File: src/rtl/fetch_unit.sv
// fetch_unit: instruction-fetch initiator for a synchronous ROM with a
// 1-cycle read latency. Holds the PC, tracks the single request in flight
// and hands tagged instructions to decode. Supports a decode-side stall and
// an execute-side redirect.
// Optional feature: define FETCH_JUMP_EN to predecode opcode 4'b0110 as a
// PC-relative jump and redirect locally.
module fetch_unit #(
    parameter int                ADDR_W   = 16,
    parameter logic [ADDR_W-1:0] RESET_PC = '0,
    parameter int                PC_STEP  = 2
) (
    input  logic              clk,
    input  logic              rst,
    output logic [ADDR_W-1:0] imem_addr,
    input  logic [15:0]       imem_rdata,
    input  logic              stall,
    input  logic              redirect_valid,
    input  logic [ADDR_W-1:0] redirect_pc,
    output logic              instr_valid,
    output logic [15:0]       instr,
    output logic [ADDR_W-1:0] instr_pc
);

    typedef enum logic [1:0] {BOOT, RUN, HOLD} state_t;

    localparam logic [ADDR_W-1:0] STEP = ADDR_W'(PC_STEP);

    state_t            state;
    logic [ADDR_W-1:0] pc_q;
    logic [ADDR_W-1:0] req_pc_q;
    logic              req_valid_q;

    logic [ADDR_W-1:0] redirect_target;
    logic [ADDR_W-1:0] target;
    logic              take_redirect;
    logic              squash;
    logic              jump_fire;
    logic              jump_q;

    // Instructions live at even addresses, so the redirect target drops bit 0
    assign redirect_target = redirect_pc & ~ADDR_W'(1);

`ifdef FETCH_JUMP_EN
    logic [12:0]       jump_off13;
    logic [ADDR_W-1:0] jump_target;

    assign jump_off13  = {instr[11:0], 1'b0};
    assign jump_target = instr_pc + STEP + {{(ADDR_W-13){jump_off13[12]}}, jump_off13};
    assign jump_fire   = instr_valid & ~stall & (instr[15:12] == 4'b0110) & ~redirect_valid;

    // Remember a taken local jump so the word after it is dropped and re-read
    always_ff @(posedge clk or posedge rst) begin
        if (rst)                 jump_q <= 1'b0;
        else if (redirect_valid) jump_q <= 1'b0;
        else if (stall)          jump_q <= jump_q;
        else                     jump_q <= jump_fire;
    end

    assign target = redirect_valid ? redirect_target : jump_target;
`else
    assign jump_fire = 1'b0;
    assign jump_q    = 1'b0;
    assign target    = redirect_target;
`endif

    assign take_redirect = redirect_valid | jump_fire;
    assign squash        = redirect_valid | jump_q;

    assign instr_valid = req_valid_q & ~squash;
    assign instr_pc    = req_pc_q;
    assign instr       = imem_rdata;

    // Address selection: redirect target, re-read of the held word, or next PC
    always_comb begin
        imem_addr = pc_q;
        if (take_redirect)
            imem_addr = target;
        else if ((stall || jump_q) && state != BOOT)
            imem_addr = req_pc_q;
    end

    // PC, in-flight request tracking and BOOT/RUN/HOLD sequencing
    always_ff @(posedge clk or posedge rst) begin
        if (rst) begin
            pc_q        <= RESET_PC;
            req_pc_q    <= '0;
            req_valid_q <= 1'b0;
            state       <= BOOT;
        end else if (take_redirect) begin
            req_pc_q    <= target;
            req_valid_q <= 1'b1;
            pc_q        <= target + STEP;
            state       <= RUN;
        end else if (stall) begin
            state       <= (state == BOOT) ? BOOT : HOLD;
        end else if (jump_q) begin
            state       <= RUN;
        end else begin
            req_pc_q    <= pc_q;
            req_valid_q <= 1'b1;
            pc_q        <= pc_q + STEP;
            state       <= RUN;
        end
    end

endmodule
File: config.mk
export PLATFORM = sky130hd
export DESIGN_NAME = fetch_unit
export DESIGN_NICKNAME = d
export VERILOG_FILES = /design/src/rtl/fetch_unit.sv
export SDC_FILE = /design/constraint.sdc
export NUM_CORES = 1
export LEC_CHECK = 0
export CORE_UTILIZATION = 40
export DETAILED_ROUTE_END_ITERATION = 12
export GPL_ROUTABILITY_DRIVEN = 0
export PLACE_DENSITY = 0.73
export SYNTH_ARGS = -nofsm -noshare
export SYNTH_HDL_FRONTEND = slang
export SYNTH_SLANG_ARGS = --single-unit
File: constraint.sdc
create_clock -name clk -period 2.7 [get_ports clk]
set_clock_uncertainty 0.2 [all_clocks]
set_input_delay 0.54 -clock clk [delete_from_list [all_inputs] [get_ports clk]]
set_output_delay 0.54 -clock clk [all_outputs]
set_load 0.005 [all_outputs]
==> flow_summary.json <==
{
  "htreeDepth": 2,
  "regToRegEndpoint": "pc_q[15]$_DFFE_PP0P_",
  "grt_overflow": 0,
  "num_rows": 27,
  "clockBufferDepth": 2,
  "core_area_mm2": 0.00557,
  "io_pins": 85,
  "synthFlopType": "dfrtp_1",
  "io_buffers": 49,
  "synth_top_area_cell": "dfrtp_1",
  "dr.pass1.iters": 5,
  "holdBufCountCts": 0,
  "clkTransAtPathRegs_ps": 70,
  "max-vdd-ir-drop_v": 0.000286,
  "drtAntennaViolNets": 0,
  "setup_viol": 0,
  "synth_xor_xnor_area_share_pct": 6.74,
  "drt_iter0_markers": 83,
  "switching_power_uw": 455,
  "route.detailed.drc": 0,
  "worst-r2r-setup-slack_ps": 440,
  "wl_per_cell_um": 14.2,
  "arrival_ps": 1900,
  "die_h_um": 78.5,
  "worst-setup-path-type": "primary input to output pin",
  "hold_depth": 1,
  "syn_to_final_growth_pct": 33.0,
  "wl_met3_um": 268,
  "die_x_um": 78.5,
  "cts_made_buffers": 5,
  "holdPathEnd": "req_valid_q$_DFFE_PP0P_",
  "multi_input_area_mm2": 0.00132,
  "fp.dieArea_mm2": 0.00616,
  "final_area_mm2": 0.00311,
  "synth_seq_cells": 33,
  "p_comb_share_pct": 29.4,
  "worstHoldStart": "req_valid_q$_DFFE_PP0P_",
  "hp-class": "register to register",
  "max-cap-violations": 0,
  "required_ps": 1960,
  "synth_simple_gate_area_share_pct": 22.6,
  "whs_ps": 267,
  "dp.cells": 383,
  "synth_area_mm2": 0.00234,
  "dp_hpwl_um": 4000,
  "yosys.area_share.adder_pct": 0.535,
  "final_cells": 393,
  "synth_common_cells": "nand2_1 (42), dfrtp_1 (33), o21ai_0 (23), buf_4 (18), mux2i_1 (17)",
  "grt_antenna_before_repair": 0,
  "synth_top_family_by_area": "simple AND/OR/NAND/NOR gates",
  "synthCells": 266,
  "start_kind": "primary input",
  "synth_cell_types": 46,
  "ys_seq_area_share_pct": 35.3,
  "start_util_pct": 42.0,
  "clk_latency_ps": 290,
  "synth-edff-count": 0,
  "synth_async_sr_flop_share_pct": 100,
  "grt_use_total_pct": 19.0,
  "cts_tree": "done",
  "synth.area.top_cells": "dfrtp_1 (35%), mux2i_1 (7.3%), nand2_1 (6.7%)",
  "synth_most_common_cell": "nand2_1",
  "clockPowerShare_pct": 31.1,
  "top_layer": "met4",
  "power_density_mw_per_mm2": 504,
  "fin_crit_sh_pct": 97.6,
  "rsz0062_at_grt": "no",
  "p_total_mw": 1.57,
  "place_ws_ps": -388,
  "switching_share_pct": 29.0,
  "wl_met1_um": 2640,
  "numClockSinks": 33,
  "min_period_ps": 2640,
  "fillCellCount": 503,
  "synth_compound_area_share_pct": 17.4,
  "cts.root.buffer_cell": "clkbuf_8",
  "wl_met2_um": 2610,
  "ff2ff_path_depth": 9,
  "setup_tns_ps": 0,
  "muxShareOfSynthArea_pct": 7.76,
  "finalMaxSlewViolations": 0,
  "endpoint_kind": "output pin",
  "final_hold_viol_count": 0,
  "p_seq_share_pct": 39.6,
  "syn_avg_cell_area_um2": 8.79,
  "setup_ws_ps": 63.7,
  "drive_gt1_share_pct": 17.1,
  "register_area_um2": 826,
  "p_leak_nw": 1.41,
  "placed_area_mm2": 0.00293,
  "grt_first_pass_wirelength_um": 9070,
  "yosysWarnings": 0,
  "reg2reg_from": "pc_q[1]$_DFFE_PP0P_",
  "critPathMaxFanout": 21,
  "grt_max_degree": 34,
  "num_vias": 2029,
  "routed_via_density": 5.16,
  "nets": 357,
  "max_freq_mhz": 379,
  "grt_pass1_vias": 1908,
  "fin_util_pct": 55.8,
  "synth.top_cell.area_share_pct": 35.3,
  "diodes": 0,
  "power.internal_mw": 1.11,
  "status": "completed",
  "routed_wirelength_um": 5570
}
[logic make-up (layout without fill, tap and decap cells)]
logic type / Yosys count / in the layout
other: 1 / 2
XOR/XNOR: 18 / 18
buffers and inverters: 37 / 91
flip-flops: 33 / 33
AO/OA/AOI/OAI: 60 / 60
AND/OR/NAND/NOR: 98 / 98
adder cells (fa/ha/maj): 1 / 1
multiplexers: 18 / 18
[metal layers]
metal / GRT usage (%) / up-vias
li1: - / 1023
met1: 26.3 / 931
met2: 30.4 / 68
met3: 3.49 / 7
met4: 5.37 / 0
met5: 0 / -
[power by group through the flow]
stage / logic (mW) / clock network (mW) / registers (mW)
final: 0.460 / 0.486 / 0.620
after global routing: 0.504 / 0.527 / 0.627
after CTS: 0.459 / 0.496 / 0.619
after detailed placement: 0.451 / 0 / 0.628
after global placement: 0.444 / 0 / 0.626
after floorplan: 0.250 / 0 / 0.618
[cells in the final DEF (no fill, tap or decap), drive strengths merged]
| cell type | n |
|---|---|
| xnor2 | 7 |
| a221oi | 3 |
| dlymetal6s2s | 5 |
| a211oi | 2 |
| nor2 | 14 |
| xor2 | 11 |
| o221ai | 1 |
| nand4b | 4 |
| mux2 | 1 |
| o22ai | 11 |
| a21o | 3 |
| and2b | 1 |
| ha | 1 |
| nand3b | 1 |
| nand2 | 42 |
| nand2b | 5 |
| nor2b | 11 |
| dfrtp | 33 |
| a21oi | 8 |
| a32o | 1 |
| inv | 6 |
| o21ai | 25 |
| a221o | 2 |
| mux2i | 17 |
| o21bai | 1 |
| buf | 30 |
| nor3 | 2 |
| conb | 2 |
| clkdlybuf4s50 | 42 |
| nand3 | 9 |
| nand4 | 8 |
| or2 | 1 |
| bufinv | 1 |
| a31oi | 1 |
| clkbuf | 7 |
| a22oi | 2 |
[cell type report]
class	count	area share, %
multi-input combinational	197	42.3
clock inverter	1	0.965
clock buffer	7	2.78
inverter	6	0.724
timing repair buffer	77	23.8
tap	72	2.90
sequential	33	26.5
[worst max-delay path: stages]
cell and delay, ps:
buf_2 160, buf_4 260, buf_4 220, nand2_1 130
nand2_1 80, clkdlybuf4s50_1 490
[sequential cells by signal, summed over array words and instances (netlist names)]
name and count:
state 2, req_valid_q 1, pc_q 15, instr_pc 15
[worst max path at each step]
stage | startpoint | to | slack, ps | cells past startpoint
2_1_floorplan | redirect_valid | pc_q[11]$_DFFE_PP0P_ | 80 | 10
6_report | redirect_valid | imem_addr[3] | 60 | 6
3_5_place_dp | stall | imem_addr[10] | -390 | 9
4_1_cts | stall | imem_addr[9] | 20 | 7
5_1_grt | redirect_valid | imem_addr[3] | 20 | 6
3_3_place_gp | stall | imem_addr[10] | -400 | 9
[what timing repair did]
action	in CTS	in global routing
buffers inserted	0	2
pin swaps	0	1
endpoints found under the setup margin	15	13
gates resized for setup	11	16
Note: power is estimated with default switching activity, not from simulation.
